**src/rtl/fb_scanout_rd_pkg.sv**
```systemverilog
// Shared definitions for the frame-buffer scan-out read path: FSM states,
// default widths and the read/write enable polarity helper.
package fb_scanout_rd_pkg;

   typedef enum logic [1:0] {
      ST_IDLE  = 2'd0,
      ST_RUN   = 2'd1,
      ST_DRAIN = 2'd2
   } fb_state_e;

   localparam int FB_DEF_DATA_WIDTH = 16;
   localparam int FB_DEF_ADDR_WIDTH = 3;
   localparam int FB_TAG_BITS       = 2;

   // Maps a logical enable onto the pin level for either polarity.
   function automatic logic fb_en_level(input logic active, input logic act_low);
      return active ^ act_low;
   endfunction

endpackage

```
**src/rtl/fb_sync_fifo.sv**
```systemverilog
// Synchronous show-ahead FIFO with occupancy count. The head entry is
// visible on rd_data whenever valid is high; pushing into a full FIFO is
// allowed only together with a pop.
module fb_sync_fifo #(
   parameter int WIDTH = 18,
   parameter int DEPTH = 4
) (
   input  logic                       clk,
   input  logic                       reset,
   input  logic                       push,
   input  logic [WIDTH-1:0]           wr_data,
   input  logic                       pop,
   output logic [WIDTH-1:0]           rd_data,
   output logic                       valid,
   output logic [$clog2(DEPTH+1)-1:0] count
);

   localparam int CW = $clog2(DEPTH + 1);
   localparam int PW = (DEPTH > 1) ? $clog2(DEPTH) : 1;

   logic [WIDTH-1:0] mem [DEPTH];
   logic [PW-1:0]    wr_ptr;
   logic [PW-1:0]    rd_ptr;
   logic             full;
   logic             do_push;
   logic             do_pop;

   function automatic logic [PW-1:0] ptr_inc(input logic [PW-1:0] p);
      return (p == PW'(DEPTH - 1)) ? '0 : p + PW'(1);
   endfunction

   assign valid   = (count != '0);
   assign full    = (count == CW'(DEPTH));
   assign do_pop  = pop & valid;
   assign do_push = push & (~full | do_pop);
   assign rd_data = mem[rd_ptr];

   always_ff @(posedge clk) begin
      if (reset) begin
         wr_ptr <= '0;
         rd_ptr <= '0;
         count  <= '0;
      end else begin
         if (do_push) wr_ptr <= ptr_inc(wr_ptr);
         if (do_pop)  rd_ptr <= ptr_inc(rd_ptr);
         count <= count + CW'(do_push) - CW'(do_pop);
      end
   end

   always_ff @(posedge clk) begin
      if (do_push) mem[wr_ptr] <= wr_data;
   end

   // The upstream credit scheme must never present a word to a full FIFO.
   a_no_overflow : assert property (@(posedge clk) disable iff (reset)
      !(push && full && !pop));

endmodule

```
**src/rtl/fb_scanout_rd.sv**
```systemverilog
// Frame-buffer scan-out read controller: issues sequential memory reads under
// FIFO credit and streams the words out with sof/eof. Optional macro
// FB_SCANOUT_CONT_EN selects free-running refresh instead of single-shot.
module fb_scanout_rd
   import fb_scanout_rd_pkg::*;
#(
   parameter int DATA_WIDTH    = FB_DEF_DATA_WIDTH,
   parameter int ADDR_WIDTH    = FB_DEF_ADDR_WIDTH,
   parameter int FRAME_WORDS   = 2 ** ADDR_WIDTH,
   parameter int FIFO_DEPTH    = 4,
   parameter int RD_EN_ACT_LOW = 1
) (
   input  logic                  clk,
   input  logic                  reset,
   input  logic                  start,
   output logic                  busy,
   output logic                  done,
   output logic                  mem_rd_en,
   output logic [ADDR_WIDTH-1:0] mem_rd_addr,
   input  logic [DATA_WIDTH-1:0] mem_rd_data,
   output logic [DATA_WIDTH-1:0] pix_data,
   output logic                  pix_valid,
   input  logic                  pix_ready,
   output logic                  pix_sof,
   output logic                  pix_eof
);

   localparam int CW = $clog2(FIFO_DEPTH + 1);
   localparam int SW = $clog2(FIFO_DEPTH + 3);
   localparam int FW = DATA_WIDTH + FB_TAG_BITS;
   localparam logic [ADDR_WIDTH-1:0] LAST_ADDR = ADDR_WIDTH'(FRAME_WORDS - 1);

   fb_state_e             state;
   fb_state_e             state_nxt;
   logic [ADDR_WIDTH-1:0] addr_cnt;
   logic [ADDR_WIDTH-1:0] addr_cnt_nxt;
   logic                  issue_p0;
   logic                  vld_p1;
   logic                  vld_p2;
   logic [ADDR_WIDTH-1:0] addr_p2;
   logic [FW-1:0]         fifo_wr_data;
   logic [FW-1:0]         fifo_rd_data;
   logic                  fifo_valid;
   logic [CW-1:0]         fifo_count;
   logic                  pop;
   logic                  credit_ok;
   logic                  last_addr;
   logic                  head_sof;
   logic                  head_eof;
   logic                  eof_pop;

   assign pop       = fifo_valid & pix_ready;
   assign head_sof  = fifo_rd_data[DATA_WIDTH+1];
   assign head_eof  = fifo_rd_data[DATA_WIDTH];
   assign eof_pop   = pop & head_eof;
   assign last_addr = (addr_cnt == LAST_ADDR);

   // Words in the FIFO plus reads on the memory port (address and data
   // phases) are all owed a FIFO slot; a pop this cycle frees one.
   assign credit_ok = (SW'(fifo_count) + SW'(vld_p1) + SW'(vld_p2))
                      < (SW'(FIFO_DEPTH) + SW'(pop));

   always_comb begin
      state_nxt    = state;
      issue_p0     = 1'b0;
      addr_cnt_nxt = addr_cnt;
      case (state)
         ST_IDLE: begin
            if (start) begin
               issue_p0  = 1'b1;
               state_nxt = ST_RUN;
            end
         end
         ST_RUN: begin
            if (credit_ok) begin
               issue_p0 = 1'b1;
`ifdef FB_SCANOUT_CONT_EN
               state_nxt = ST_RUN;
`else
               if (last_addr) state_nxt = ST_DRAIN;
`endif
            end
         end
         ST_DRAIN: begin
            if (eof_pop) begin
               if (start) begin
                  issue_p0  = 1'b1;
                  state_nxt = ST_RUN;
               end else begin
                  state_nxt = ST_IDLE;
               end
            end
         end
         default: state_nxt = ST_IDLE;
      endcase
      if (issue_p0) addr_cnt_nxt = last_addr ? '0 : addr_cnt + ADDR_WIDTH'(1);
   end

   // p0 -> p1: read request registered onto the memory port
   always_ff @(posedge clk) begin
      if (reset) begin
         state       <= ST_IDLE;
         addr_cnt    <= '0;
         vld_p1      <= 1'b0;
         vld_p2      <= 1'b0;
         mem_rd_en   <= fb_en_level(1'b0, RD_EN_ACT_LOW != 0);
         mem_rd_addr <= '0;
      end else begin
         state     <= state_nxt;
         addr_cnt  <= addr_cnt_nxt;
         vld_p1    <= issue_p0;
         vld_p2    <= vld_p1;
         mem_rd_en <= fb_en_level(issue_p0, RD_EN_ACT_LOW != 0);
         if (issue_p0) mem_rd_addr <= addr_cnt;
      end
   end

   // p1 -> p2: address follows the read into the data-return cycle
   always_ff @(posedge clk) begin
      addr_p2 <= mem_rd_addr;
   end

   assign fifo_wr_data = {addr_p2 == '0, addr_p2 == LAST_ADDR, mem_rd_data};

   fb_sync_fifo #(
      .WIDTH (FW),
      .DEPTH (FIFO_DEPTH)
   ) u_fifo (
      .clk     (clk),
      .reset   (reset),
      .push    (vld_p2),
      .wr_data (fifo_wr_data),
      .pop     (pop),
      .rd_data (fifo_rd_data),
      .valid   (fifo_valid),
      .count   (fifo_count)
   );

   assign pix_valid = fifo_valid;
   assign pix_data  = fifo_valid ? fifo_rd_data[DATA_WIDTH-1:0] : '0;
   assign pix_sof   = fifo_valid & head_sof;
   assign pix_eof   = fifo_valid & head_eof;
   assign busy      = (state != ST_IDLE);
   assign done      = eof_pop;

endmodule
```
**config.mk**
```make
export PLATFORM = sky130hd
export DESIGN_NAME = fb_scanout_rd
export DESIGN_NICKNAME = d
export VERILOG_FILES = /design/src/rtl/fb_scanout_rd_pkg.sv /design/src/rtl/fb_sync_fifo.sv /design/src/rtl/fb_scanout_rd.sv
export SDC_FILE = /design/constraint.sdc
export NUM_CORES = 1
export LEC_CHECK = 0
export ABC_AREA = 1
export CAP_MARGIN = 10
export CELL_PAD_IN_SITES_DETAIL_PLACEMENT = 0
export CELL_PAD_IN_SITES_GLOBAL_PLACEMENT = 1
export CORE_MARGIN = 2
export CORE_UTILIZATION = 44
export CTS_CLUSTER_SIZE = 25
export DETAILED_ROUTE_END_ITERATION = 10
export GPL_TIMING_DRIVEN = 0
export PLACE_DENSITY = 0.77
export REMOVE_ABC_BUFFERS = 1
export SYNTH_ARGS = -nofsm -noshare
export SYNTH_HDL_FRONTEND = slang
export SYNTH_SLANG_ARGS = --single-unit
```
**constraint.sdc**
```tcl
create_clock -name clk -period 2.7 [get_ports clk]
set_input_delay 0.405 -clock clk [delete_from_list [all_inputs] [get_ports clk]]
set_output_delay 0.405 -clock clk [all_outputs]
set_load 0.005 [all_outputs]
```
==> run_summary.xml <==
<?xml version="1.0" encoding="UTF-8"?>
<metrics>
  <group name="outcome">
    <metric name="outcome" unit="">finished clean</metric>
  </group>
  <group name="timing">
    <metric name="max_slew.worst_pin.slew" unit="ns">0.565</metric>
    <metric name="period_minus_slack" unit="ns">2.51</metric>
    <metric name="fmax" unit="GHz">0.399</metric>
    <metric name="max_slew_margin" unit="%">62.3</metric>
    <metric name="min_period_over_period" unit="%">92.9</metric>
    <metric name="slew_violations" unit="">0</metric>
    <metric name="hold_violation_total_from_the_final_report" unit="">0</metric>
    <metric name="setup_slack" unit="ns">0.193</metric>
    <metric name="timing.final.setup_violations" unit="">0</metric>
    <metric name="clock-skew-final" unit="ns">0.00879</metric>
    <metric name="grt_setup_unrepaired" unit="">false</metric>
  </group>
  <group name="route">
    <metric name="dr_pass1_iterations" unit="">4</metric>
    <metric name="drt_wl_total" unit="um">7060</metric>
    <metric name="routed_via_density" unit="">4.97</metric>
    <metric name="dr_total_vias" unit="">2530</metric>
    <metric name="detail_route.wl_per_cell" unit="um">13.9</metric>
    <metric name="initial_detailed_routing_violation_count" unit="">102</metric>
    <metric name="route.antenna.remaining_nets" unit="">0</metric>
    <metric name="drt_drc_violations_left" unit="">0</metric>
  </group>
  <group name="power_and_ir_drop">
    <metric name="powerDensity" unit="mW/mm2">842</metric>
    <metric name="worst_ir_drop_vdd" unit="mV">0.586</metric>
    <metric name="leakagePower" unit="uW">0.00174</metric>
  </group>
  <group name="global_routing">
    <metric name="grt_pass1_wl" unit="um">11200</metric>
    <metric name="overflow" unit="">0</metric>
    <metric name="antenna_found_initial" unit="">0</metric>
    <metric name="track_usage" unit="%">14.9</metric>
    <metric name="grt_start_max_net_pins" unit="">37</metric>
    <metric name="first_global_vias" unit="">2349</metric>
  </group>
  <group name="cells_and_area">
    <metric name="finalNetCount" unit="">429</metric>
    <metric name="number_of_diodes" unit="">0</metric>
    <metric name="post_route_cells_drive_above_1_share" unit="%">11.2</metric>
    <metric name="final_design_area_no_fill" unit="mm2">0.00475</metric>
    <metric name="post-route-util" unit="%">54.7</metric>
    <metric name="syn2layout_area_growth" unit="%">21.0</metric>
  </group>
  <group name="logic_synthesis">
    <metric name="ys_dominant_reg_cell" unit="">sky130_fd_sc_hd__edfxtp_1</metric>
    <metric name="yosys_warnings" unit="">0</metric>
    <metric name="synthMostInstantiatedCell" unit="">sky130_fd_sc_hd__nor2_1</metric>
    <metric name="netlist_area" unit="mm2">0.00393</metric>
    <metric name="syn_area_per_cell" unit="um2">11.3</metric>
    <metric name="synth_commonest_cells" unit="">sky130_fd_sc_hd__nor2_1 (84), sky130_fd_sc_hd__edfxtp_1 (72), sky130_fd_sc_hd__o21ai_0 (36)</metric>
    <metric name="fraction_of_registers_with_async_set_reset" unit="%">0</metric>
    <metric name="yosys-top-cells-area" unit="">sky130_fd_sc_hd__edfxtp_1 (55%), sky130_fd_sc_hd__dfxtp_1 (12%), sky130_fd_sc_hd__nor2_1 (8.0%)</metric>
    <metric name="post-synth-top-area-cell" unit="">sky130_fd_sc_hd__edfxtp_1</metric>
    <metric name="synth_cell_types" unit="">31</metric>
    <metric name="number_of_enable_flip_flop_cells_after_synthesis" unit="">72</metric>
    <metric name="yosysTopAreaCellShare" unit="%">55.1</metric>
    <metric name="synth-seq-area-share" unit="%">66.8</metric>
    <metric name="post_synthesis_instance_total" unit="">348</metric>
    <metric name="ys_seq_elements" unit="">95</metric>
  </group>
  <group name="floorplan">
    <metric name="top_level_ports" unit="">45</metric>
    <metric name="fp.dieW" unit="um">98.5</metric>
    <metric name="core" unit="mm2">0.00868</metric>
    <metric name="initial_utilization" unit="%">45.2</metric>
    <metric name="floorplan.die.height" unit="um">98.5</metric>
    <metric name="floorplan_die_area" unit="mm2">0.00969</metric>
    <metric name="fp-row-count" unit="">34</metric>
  </group>
  <group name="clocking">
    <metric name="cts_tree" unit="">built</metric>
    <metric name="cts.htree.levels" unit="">3</metric>
    <metric name="root_buffer" unit="">sky130_fd_sc_hd__clkbuf_8</metric>
    <metric name="clock_path_buffers" unit="">2</metric>
    <metric name="cts_buffers" unit="">9</metric>
    <metric name="cts_num_sinks" unit="">95</metric>
    <metric name="clkSlewWorstSetupHoldPaths" unit="ns">0.08</metric>
    <metric name="insertion_delay" unit="ns">0.35</metric>
  </group>
  <group name="run">
    <metric name="cap_violations" unit="">0</metric>
  </group>
  <group name="critical_path">
    <metric name="worstSetupEndpointType" unit="">output port</metric>
    <metric name="reg2reg_setup_slack" unit="ns">0.75</metric>
    <metric name="timing.critical_path.cells" unit="">nor2_4, nand2_2, clkinv_2, a21oi_1, clkdlybuf4s50_1</metric>
    <metric name="critical_path.startpoint_type" unit="">register</metric>
    <metric name="cp_slowest_cell" unit="">sky130_fd_sc_hd__clkdlybuf4s50_1</metric>
    <metric name="beginning_of_the_worst_register_to_register_path" unit="">u_fifo.count[1]$_SDFF_PP0_</metric>
    <metric name="worstRegToRegCells" unit="">8</metric>
    <metric name="timing.rr.end" unit="">u_fifo.count[2]$_SDFF_PP0_</metric>
    <metric name="critPathKind" unit="">reg -&gt; out</metric>
    <metric name="worstPathRequired" unit="ns">2.30</metric>
    <metric name="worstPathArrival" unit="ns">2.10</metric>
    <metric name="critical_path.max_fanout" unit="">18</metric>
    <metric name="cpPeakStageDelay" unit="ns">0.54</metric>
  </group>
  <group name="place">
    <metric name="numPortBuffers" unit="">44</metric>
    <metric name="dp_worst_setup_slack" unit="ns">0.0971</metric>
    <metric name="detailedPlacementHpwl" unit="um">4440</metric>
    <metric name="dpl_cell_area" unit="mm2">0.00453</metric>
    <metric name="globalplace.congestion" unit="">0.838</metric>
  </group>
  <group name="worst_hold_path">
    <metric name="holdPathStages" unit="">0</metric>
    <metric name="worstHoldEndpoint" unit="">addr_p2[0]$_DFF_P_</metric>
    <metric name="min-delay-path-class" unit="">reg -&gt; reg</metric>
    <metric name="timing.hold.worst.start" unit="">mem_rd_addr[0]$_SDFFE_PP0P_</metric>
  </group>
</metrics>
## critical path: cells and delay by family, from the launching register on
kind | cells | cell delay [ns]
DFF | 1 | 0.44
AOI/OAI and AO/OA | 1 | 0.30
and+or+nand+nor | 2 | 0.18
buffers and inverters | 2 | 0.83
## through the flow
step | hold slack [ns] | TNS (ns) | std cells | power (uW)
2_1_floorplan | 0.367 | 0 | 335 | 2450
5_1_grt | 0.390 | 0 | 509 | 4240
6_report | 0.379 | 0 | 509 | 4000
3_5_place_dp | 0.368 | 0 | 492 | 3120
3_3_place_gp | 0.367 | -39.54 | 487 | 3070
4_1_cts | 0.383 | 0 | 507 | 4030
## state kept, by name, indices dropped and copies added, names as in the netlist, named ones only
register and count:
addr_cnt 3, mem_rd_en 1, u_fifo.mem 72, addr_p2 3, u_fifo.count 3, u_fifo.wr_ptr 2
vld_p1 1, mem_rd_addr 3, state 2, vld_p2 1, u_fifo.rd_ptr 2
## logic make-up after synthesis
logic type / count (synthesis) / synth area share [%]
DFF: 95 / 66.8
AOI/OAI and AO/OA: 71 / 9.66
buffers and inverters: 52 / 5.48
and+or+nand+nor: 117 / 13.6
xor gates and xnor gates: 1 / 0.223
adders and majority gates: 12 / 4.21
## report_power, final
part | switching (uW) | leakage [uW] | internal (uW) | total [uW]
Sequential | 93.9 | 0.000838 | 1660 | 1760
Clock | 476 | 0.0000961 | 429 | 906
Combinational | 695 | 0.000801 | 642 | 1340
Total | 1270 | 0.00174 | 2740 | 4000
## how the worst max path moves through the flow
| stage | start | endpoint | slack (ns) | cells past startpoint |
|---|---|---|---|---|
| 5_1_grt | u_fifo.count[1]$_SDFF_PP0_ | pix_data[4] | 0.05 | 5 |
| 4_1_cts | register | pix_eof | 0.07 | 8 |
| 3_3_place_gp | pix_ready | u_fifo.mem[1][3]$_DFFE_PP_ | -0.57 | 5 |
| 6_report | u_fifo.count[1]$_SDFF_PP0_ | pix_data[13] | 0.19 | 5 |
| 3_5_place_dp | register | pix_eof | 0.1 | 8 |
| 2_1_floorplan | register | done | 0.70 | 6 |
## cell type report
cell class | count | area [um2]
fillers | 768 | 3930
flip-flops and latches | 95 | 2630
multi-input cells | 201 | 1100
repair buffers | 51 | 543
inverters | 39 | 153
well taps | 108 | 135
clock buffers | 9 | 124
clock inverters | 6 | 68.8
## routing by layer
layer / wire, um / part of all wire (%) / track usage (%) / up-vias
met4: 102 / 1.4 / 5.58 / 0
li1: - / - / - / 1270
met1: 3360 / 48 / 20.2 / 1190
met3: 354 / 5.0 / 3.69 / 10
met5: 0 / 0 / 0 / -
met2: 3240 / 46 / 23.4 / 60
## cell usage in the layout (no fill, tap or decap), types with 4 or more instances in the layout
cell | synthesis | routed
sky130_fd_sc_hd__nand2_1 | 9 | 9
sky130_fd_sc_hd__inv_1 | 34 | 34
sky130_fd_sc_hd__nor2_1 | 84 | 80
sky130_fd_sc_hd__ha_1 | 10 | 10
sky130_fd_sc_hd__nand3_1 | 10 | 10
sky130_fd_sc_hd__clkbuf_8 | 0 | 9
sky130_fd_sc_hd__o21ai_0 | 36 | 36
sky130_fd_sc_hd__buf_8 | 0 | 4
sky130_fd_sc_hd__dfxtp_1 | 23 | 21
sky130_fd_sc_hd__clkdlybuf4s50_1 | 0 | 44
sky130_fd_sc_hd__a21oi_1 | 22 | 22
sky130_fd_sc_hd__edfxtp_1 | 72 | 72
sky130_fd_sc_hd__o21ai_1 | 8 | 8
sky130_fd_sc_hd__nor2_2 | 0 | 4
sky130_fd_sc_hd__nand2_2 | 5 | 5
## what timing repair did
action	CTS	global route
setup endpoints to repair	19	5
hold buffers	0	0
setup buffers	0	2
gates resized for setup	4	1
Note: power is estimated with default switching activity, not from simulation.
